**config.mk**
```make
export PLATFORM = sky130hd
export DESIGN_NAME = imem_loader_flat
export DESIGN_NICKNAME = d
export VERILOG_FILES = /design/src/rtl/imem_loader_if.sv /design/src/rtl/imem_loader.sv /design/src/flat_wrapper.sv
export SDC_FILE = /design/constraint.sdc
export NUM_CORES = 1
export LEC_CHECK = 0
export ABC_CLOCK_PERIOD_IN_PS = 2000
export CAP_MARGIN = 20
export CELL_PAD_IN_SITES_DETAIL_PLACEMENT = 1
export CELL_PAD_IN_SITES_GLOBAL_PLACEMENT = 1
export CORE_ASPECT_RATIO = 0.75
export CORE_MARGIN = 2
export CORE_UTILIZATION = 38
export DETAILED_ROUTE_END_ITERATION = 8
export PLACE_DENSITY_LB_ADDON = 0.1
export SETUP_SLACK_MARGIN = 0.5
export SKIP_CTS_REPAIR_TIMING = 1
export SYNTH_ARGS = -nofsm -noshare
export SYNTH_HDL_FRONTEND = slang
export SYNTH_SLANG_ARGS = --single-unit
```
**constraint.sdc**
```tcl
create_clock -name clk -period 2 [get_ports clk]
set_input_delay 0.2 -clock clk [delete_from_list [all_inputs] [get_ports clk]]
set_output_delay 0.2 -clock clk [all_outputs]
set_load 0.01 [all_outputs]
```
**src/rtl/imem_loader_if.sv**
```systemverilog
// Byte-stream receive handshake plus instruction-memory write port of the program loader.
interface imem_loader_if;
  logic [7:0]  rx_data;
  logic        rx_valid;
  logic        rx_ready;
  logic        imem_we;
  logic [31:0] imem_addr;
  logic [31:0] imem_wdata;

  // master: stream source / memory sink; slave: the loader itself
  modport master (
    output rx_data, rx_valid,
    input  rx_ready, imem_we, imem_addr, imem_wdata
  );

  modport slave (
    input  rx_data, rx_valid,
    output rx_ready, imem_we, imem_addr, imem_wdata
  );
endinterface

```
**src/rtl/imem_loader.sv**
```systemverilog
// Program loader: length-prefixed big-endian byte stream -> consecutive instruction memory words,
// holding the core in stall until the load completes.
module imem_loader #(
  parameter int unsigned ADDR_WIDTH = 8,
  parameter logic [31:0] BASE_ADDR  = 32'h0000_0000
) (
  input  logic                clk,
  input  logic                reset_n,
  input  logic                start,
  imem_loader_if.slave        bus,
  output logic                cpu_hold,
  output logic                done,
  output logic                error,
  output logic [ADDR_WIDTH:0] words_loaded
);

  localparam logic [2:0] IDLE  = 3'd0;
  localparam logic [2:0] LEN   = 3'd1;
  localparam logic [2:0] DATA  = 3'd2;
  localparam logic [2:0] WRITE = 3'd3;
  localparam logic [2:0] FIN   = 3'd4;

  localparam logic [32:0] CAPACITY = 33'd1 << ADDR_WIDTH;

  logic [2:0]          state_q, state_d;
  logic [1:0]          byte_cnt_q, byte_cnt_d;
  logic [31:0]         len_q, len_d;
  logic [31:0]         word_q, word_d;
  logic [ADDR_WIDTH:0] index_q, index_d, index_inc;
  logic                error_q, error_d;

  logic        xfer;
  logic        last_byte;
  logic [31:0] shift_len;
  logic [31:0] shift_word;

  assign xfer       = bus.rx_valid && bus.rx_ready;
  assign last_byte  = xfer && (byte_cnt_q == 2'd3);
  assign shift_len  = {len_q[23:0], bus.rx_data};
  assign shift_word = {word_q[23:0], bus.rx_data};
  assign index_inc  = index_q + 1'b1;

  always_comb begin
    state_d    = state_q;
    byte_cnt_d = byte_cnt_q;
    len_d      = len_q;
    word_d     = word_q;
    index_d    = index_q;
    error_d    = error_q;
    case (state_q)
      IDLE: begin
        if (start) begin
          state_d    = LEN;
          byte_cnt_d = 2'd0;
          index_d    = '0;
          error_d    = 1'b0;
        end
      end
      LEN: begin
        if (xfer) begin
          len_d      = shift_len;
          byte_cnt_d = byte_cnt_q + 2'd1;
          if (last_byte) begin
            if (shift_len == 32'd0) begin
              state_d = FIN;
            end else if ({1'b0, shift_len} > CAPACITY) begin
              error_d = 1'b1;
              state_d = IDLE;
            end else begin
              state_d = DATA;
            end
          end
        end
      end
      DATA: begin
        if (xfer) begin
          word_d     = shift_word;
          byte_cnt_d = byte_cnt_q + 2'd1;
          if (last_byte) begin
            state_d = WRITE;
          end
        end
      end
      WRITE: begin
        index_d = index_inc;
        // len_q never exceeds the capacity here, so its low ADDR_WIDTH+1 bits hold all of N
        state_d = (index_inc == len_q[ADDR_WIDTH:0]) ? FIN : DATA;
      end
      FIN: begin
        state_d = IDLE;
      end
      default: begin
        state_d = IDLE;
      end
    endcase
  end

  always_ff @(posedge clk or negedge reset_n) begin
    if (!reset_n) begin
      state_q    <= IDLE;
      byte_cnt_q <= 2'd0;
      len_q      <= 32'd0;
      word_q     <= 32'd0;
      index_q    <= '0;
      error_q    <= 1'b0;
    end else begin
      state_q    <= state_d;
      byte_cnt_q <= byte_cnt_d;
      len_q      <= len_d;
      word_q     <= word_d;
      index_q    <= index_d;
      error_q    <= error_d;
    end
  end

  assign bus.rx_ready   = (state_q == LEN) || (state_q == DATA);
  assign bus.imem_we    = (state_q == WRITE);
  assign bus.imem_addr  = BASE_ADDR + (32'(index_q) << 2);
  assign bus.imem_wdata = word_q;
  assign cpu_hold       = (state_q != IDLE);
  assign done           = (state_q == FIN);
  assign error          = error_q;
  assign words_loaded   = index_q;

endmodule

```
**src/flat_wrapper.sv**
```systemverilog
// flat-port wrapper written by rule: the top's interface ports become plain ports
module imem_loader_flat 
#(
  parameter int unsigned ADDR_WIDTH = 8,
  parameter logic [31:0] BASE_ADDR  = 32'h0000_0000
)
  (clk, reset_n, start, cpu_hold, done, error, words_loaded, bus_rx_data, bus_rx_valid, bus_rx_ready, bus_imem_we, bus_imem_addr, bus_imem_wdata);
  imem_loader_if bus_i ();
  input  logic clk;
  input  logic reset_n;
  input  logic start;
  output logic cpu_hold;
  output logic done;
  output logic error;
  output logic [ADDR_WIDTH:0] words_loaded;
  input wire logic [$bits(bus_i.rx_data)-1:0] bus_rx_data;
  input wire logic [$bits(bus_i.rx_valid)-1:0] bus_rx_valid;
  output wire logic [$bits(bus_i.rx_ready)-1:0] bus_rx_ready;
  output wire logic [$bits(bus_i.imem_we)-1:0] bus_imem_we;
  output wire logic [$bits(bus_i.imem_addr)-1:0] bus_imem_addr;
  output wire logic [$bits(bus_i.imem_wdata)-1:0] bus_imem_wdata;
  assign bus_i.rx_data = bus_rx_data;
  assign bus_i.rx_valid = bus_rx_valid;
  assign bus_rx_ready = bus_i.rx_ready;
  assign bus_imem_we = bus_i.imem_we;
  assign bus_imem_addr = bus_i.imem_addr;
  assign bus_imem_wdata = bus_i.imem_wdata;
  imem_loader #(.ADDR_WIDTH(ADDR_WIDTH), .BASE_ADDR(BASE_ADDR)) u_core (.clk(clk), .reset_n(reset_n), .start(start), .bus(bus_i), .cpu_hold(cpu_hold), .done(done), .error(error), .words_loaded(words_loaded));
endmodule
```
# Yosys cells after proc, flatten, opt, wreduce, memory -nomap -nowiden
# Index checks and enable logic that the tools add are counted.
[classes]
add_sub_neg = 2
n_lt_le_gt_ge = 1
eq_ne = 14
mux = 20
reduce_logical = 16
[op_table]
columns = ["cell", "n"]
rows = [
  ["32-bit by 9-bit greater-than comparator with 1-bit output, second input constant", 1],
  ["32-bit logical NOT", 1],
  ["3-bit two-way mux", 7],
  ["9-bit one-hot mux with 2 select lines", 1],
  ["2-bit by 1-bit inequality test with 1-bit output, second input constant", 6],
  ["3-bit one-hot mux with 4 select lines", 1],
  ["9-bit by 1-bit adder with 9-bit output, second input constant", 1],
  ["9-bit equality test", 1],
  ["9-bit two-way mux", 1],
  ["3-bit by 2-bit equality test with 1-bit output, second input constant", 2],
  ["2-bit two-way mux", 3],
  ["2-bit AND reduction", 3],
  ["6-bit AND reduction", 1],
  ["2-bit nonzero test", 3],
  ["1-bit two-way mux", 5],
  ["5-bit AND reduction", 1],
  ["2-bit inequality test, second input constant", 2],
  ["2-bit one-hot mux with 2 select lines", 1],
  ["3-bit by 1-bit equality test with 1-bit output, second input constant", 1],
  ["3-bit equality test, second input constant", 1],
  ["3-bit logical NOT", 1],
  ["3-bit AND reduction", 1],
  ["3-bit nonzero test", 1],
  ["2-bit by 1-bit adder with 2-bit output, second input constant", 1],
  ["5 further kinds", 6],
]
[totals]
ff_bits = 71
inputBits = 12

# Depth between registers and ports, before layout
[depth]
word_depth = 7
mapped_depth = 8

# Worst setup path after synthesis
# Ideal clock, no wire load.
[synth_timing]
path_kind = "reg2reg"
from = "register u_core.index_q[0] (netlist: u_core.words_loaded[0])"
to = "register u_core.state_q[2]"
setup_ns = 0.073
t_arrival_ns = 1.513
slack_ns = 0.414
path_stages_with_launch = 8
path_buffers = 0
period_less_slack_ns = 1.586
path_cell_list = "dfrtp_1 > ha_1 > xnor2_1 > o211ai_1 > a31oi_1 > and4_1 > a32oi_1 > nor2b_1"
[synth_between]
elab_chain_len = 4
[synth_rtl]
columns = ["item", "line_no", "text"]
rows = [
  ["start, declared", "imem_loader.sv:29", "logic [ADDR_WIDTH:0] index_q, index_d, index_inc;"],
  ["start signal, assigned", "imem_loader.sv:111", "index_q <= index_d;"],
  ["9-bit by 1-bit adder with 9-bit output", "imem_loader.sv:41", "assign index_inc = index_q + 1'b1;"],
  ["9-bit equality test", "imem_loader.sv:87", "state_d = (index_inc == len_q[ADDR_WIDTH:0]) ? FIN : DATA;"],
  ["3-bit two-way mux", "imem_loader.sv:87", ""],
  ["3-bit one-hot mux with 4 select lines", "imem_loader.sv:50", "case (state_q)"],
  ["end signal, assigned", "imem_loader.sv:107", "state_q <= state_d;"],
  ["end, declared", "imem_loader.sv:25", "logic [2:0] state_q, state_d;"],
]
# No other way between the ends.
# A chain may end at the register's enable or synchronous reset.

# Worst setup path in the final report
# Same ends and word-level chain as after synthesis.

==> results.py <==
metrics = {
    "run_status": {
        "outcome": "completed",
    },
    "clocking": {
        "cts_sinks": 71,
        "clk_pin_slew_ns": 0.06,
        "clockBufferDepth": 2,
        "clk_latency_ns": 0.33,
        "cts-htree-levels": 3,
        "cts-root-buf": "clkbuf_16",
        "numCtsBuffers": 9,
        "cts_tree": "yes",
    },
    "yosys": {
        "netlist_instances": 306,
        "synthesis.area_um2": 3530,
        "yosysSeqAreaShare": 0.503,
        "syn_area_per_cell_um2": 11.5,
        "synthArstFlopShare": 1.00,
        "yosysWarnings": 0,
        "ys_ff_latch": 71,
        "synth_cell_types": 45,
        "synth.most_common_cell": "dfrtp_1",
        "netlist_top_cells_area": "dfrtp_1, mux2_2, buf_4, nand2_1, o21ai_0",
        "ys.flop_type": "dfrtp_1",
        "synth_edf_count": 0,
        "synth_common_cells": "dfrtp_1, mux2_2, buf_4",
        "yosysTopAreaCellShare": 0.503,
        "synth_top_cell_by_area": "dfrtp_1",
    },
    "setup_path": {
        "cp-end-kind": "register",
        "setup.worst_path.start_class": "register",
        "critical-path-top-delay-family": "simple AND/OR/NAND/NOR gates",
        "cp_slowest_stage_delay_ns": 0.41,
        "worstPathArrival_ns": 2.01,
        "cpMaxStageDelayCell": "dfrtp_2",
        "path_class": "reg -> reg",
        "crit_required_ns": 2.21,
        "critPathMaxFanout": 6,
        "path_cells": "ha_4, nand3_1, nor3_1, a21oi_1, and4_1, a32oi_1, nor2b_1",
        "worst-path-buf-inv": 0,
    },
    "sta": {
        "maxSlewHeadroom": 0.629,
        "final_hold_viol_count": 0,
        "rsz0062_at_grt": "yes",
        "fin_crit_ns": 1.79,
        "fin_setup_tns_ns": 0,
        "period_share": 0.897,
        "setup_viol": 0,
        "slew_viol_final": 0,
        "tightest_slew_ns": 0.556,
        "finalClockSkew_ns": 0.00744,
        "clock.fmax_ghz": 0.557,
    },
    "job": {
        "drv_cap": 0,
    },
    "cells_and_area": {
        "drive_gt1_frac": 0.389,
        "n_fill_cell": 910,
        "fin_nets": 432,
        "antenna_cells": 0,
        "finalCoreUtilization": 0.598,
        "syn_to_final_growth_pct": 53.1,
    },
    "drt": {
        "drt-initial-drc-count": 170,
        "remaining_drc_errors": 0,
        "via_per_inst": 5.08,
        "drtAntennaViolNets": 0,
        "dr.pass1.iters": 4,
        "via_count": 2795,
        "wire_per_inst_um": 20.2,
        "routed_wl_um": 11100,
    },
    "placement": {
        "hpwl_um": 6120,
        "place_congestion": 0.740,
        "io_buffers": 66,
    },
    "power_and_ir_drop": {
        "cellLeakagePower_nw": 2.71,
        "p_int_w": 0.00384,
        "p_per_area_nw_per_um2": 1040,
        "p_switching_w": 0.00176,
        "netSwitchingFraction": 0.314,
        "clock_power_share": 0.270,
        "sequentialPowerShare": 0.386,
        "comb_power_share": 0.344,
        "p_total_w": 0.00560,
        "ir_drop_mv": 0.491,
    },
    "floorplan": {
        "core-area_um2": 9050,
        "start_util": 0.390,
        "die_w_um": 115,
        "fp.dieH_um": 87.5,
        "num_rows": 30,
        "die_area_um2": 10100,
        "ios": 90,
    },
    "global_route": {
        "antenna_found_initial": 0,
        "grtUsageTotal": 0.177,
        "grt_pass1_vias": 2543,
        "grt_pass1_wl_um": 13500,
        "grt_max_degree": 37,
        "grt_overflow_total": 0,
    },
    "worst_hold_path": {
        "holdCritPathClass": "in -> async",
    },
}
==> power by group through the flow <==
stage | Clock, W | Combinational (W) | Sequential, W
final | 0.00151 | 0.00192 | 0.00216
after global routing | 0.00161 | 0.00206 | 0.00221
after CTS | 0.00155 | 0.00131 | 0.00211
after detailed placement | 0 | 0.00130 | 0.00213
after global placement | 0 | 0.00126 | 0.00211
after floorplan | 0 | 0.000873 | 0.00203
==> final timing paths <==
check	startpoint	slack, ns	cells past startpoint	end
setup / recovery	u_core.words_loaded[0]	0.21	7	u_core.state_q[2]
hold / removal	reset_n	0.39	2	u_core.words_loaded[1]
setup reg to reg	u_core.words_loaded[0]	0.21	7	u_core.state_q[2]
hold reg to reg	u_core.bus.imem_wdata[26]	0.51	1	u_core.bus.imem_wdata[26]
max in group asynchronous	reset_n	0.81	4	u_core.bus.imem_wdata[7]
min in group clk	u_core.bus.imem_wdata[26]	0.51	1	u_core.bus.imem_wdata[26]
==> through the flow <==
step / std cells / hold slack [ns] / setup WS [ns] / instance area (um2)
2_1_floorplan: 328 / -0.0956 / 0.486 / 3640
3_5_place_dp: 493 / 0.216 / 0.155 / 4290
6_report: 550 / 0.394 / 0.206 / 5410
3_3_place_gp: 493 / 0.214 / 0.217 / 4290
5_1_grt: 550 / 0.442 / 0.0978 / 5410
4_1_cts: 508 / -0.140 / -0.0909 / 4580
==> metal layers <==
metal	routed length (um)	vias up	track usage
li1	-	1255	-
met1	5040	1452	0.242
met2	5400	79	0.275
met3	568	9	0.0459
met4	104	0	0.0570
met5	0	-	0
==> state kept, by name, indices dropped and copies added, names as in the netlist <==
register               count
u_core.bus.imem_wdata     32
u_core.byte_cnt_q          2
u_core.error               1
u_core.len_q              24
u_core.state_q             3
u_core.words_loaded        9
==> kinds of logic (layout without fill, tap and decap cells) <==
family	count (synthesis)	count (layout)	synth area share
multiplexers	56	56	0.178
AND/OR/NAND/NOR	73	73	0.113
flip-flops	71	71	0.503
buffers and inverters	50	143	0.0957
adder cells (fa/ha/maj)	2	2	0.00709
other	1	23	0.00106
XOR/XNOR	10	10	0.0248
AO/OA/AOI/OAI	43	44	0.0766
==> area by class of cell <==
| cell class | instances | area [um2] | share of cell area |
|---|---|---|---|
| flip-flops and latches | 71 | 1790 | 0.331 |
| multi-input cells | 208 | 1840 | 0.340 |
| inverters | 4 | 15.0 | 0.00278 |
| well taps | 128 | 160 | 0.0296 |
| clock inverters | 2 | 15.0 | 0.00278 |
| repair buffers | 124 | 1320 | 0.244 |
| clock buffers | 13 | 270 | 0.0500 |
==> layout by cell type (no fill, tap or decap), drive strengths merged, types with 2 or more instances in the layout <==
cell,count
a21oi,14
a311oi,2
a31oi,3
a32o,2
and3,2
buf,54
clkbuf,19
clkdlybuf4s50,44
clkinvlp,2
conb,23
dfrtp,71
dlymetal6s2s,19
ha,2
inv,4
mux2,55
nand2,18
nand2b,5
nand3,8
nand3b,2
nand4,2
nor2,14
nor2b,5
nor3,4
nor4,8
o21ai,13
o31ai,4
xnor2,4
xor2,6
No activity file was read; power rests on OpenSTA's default activity.
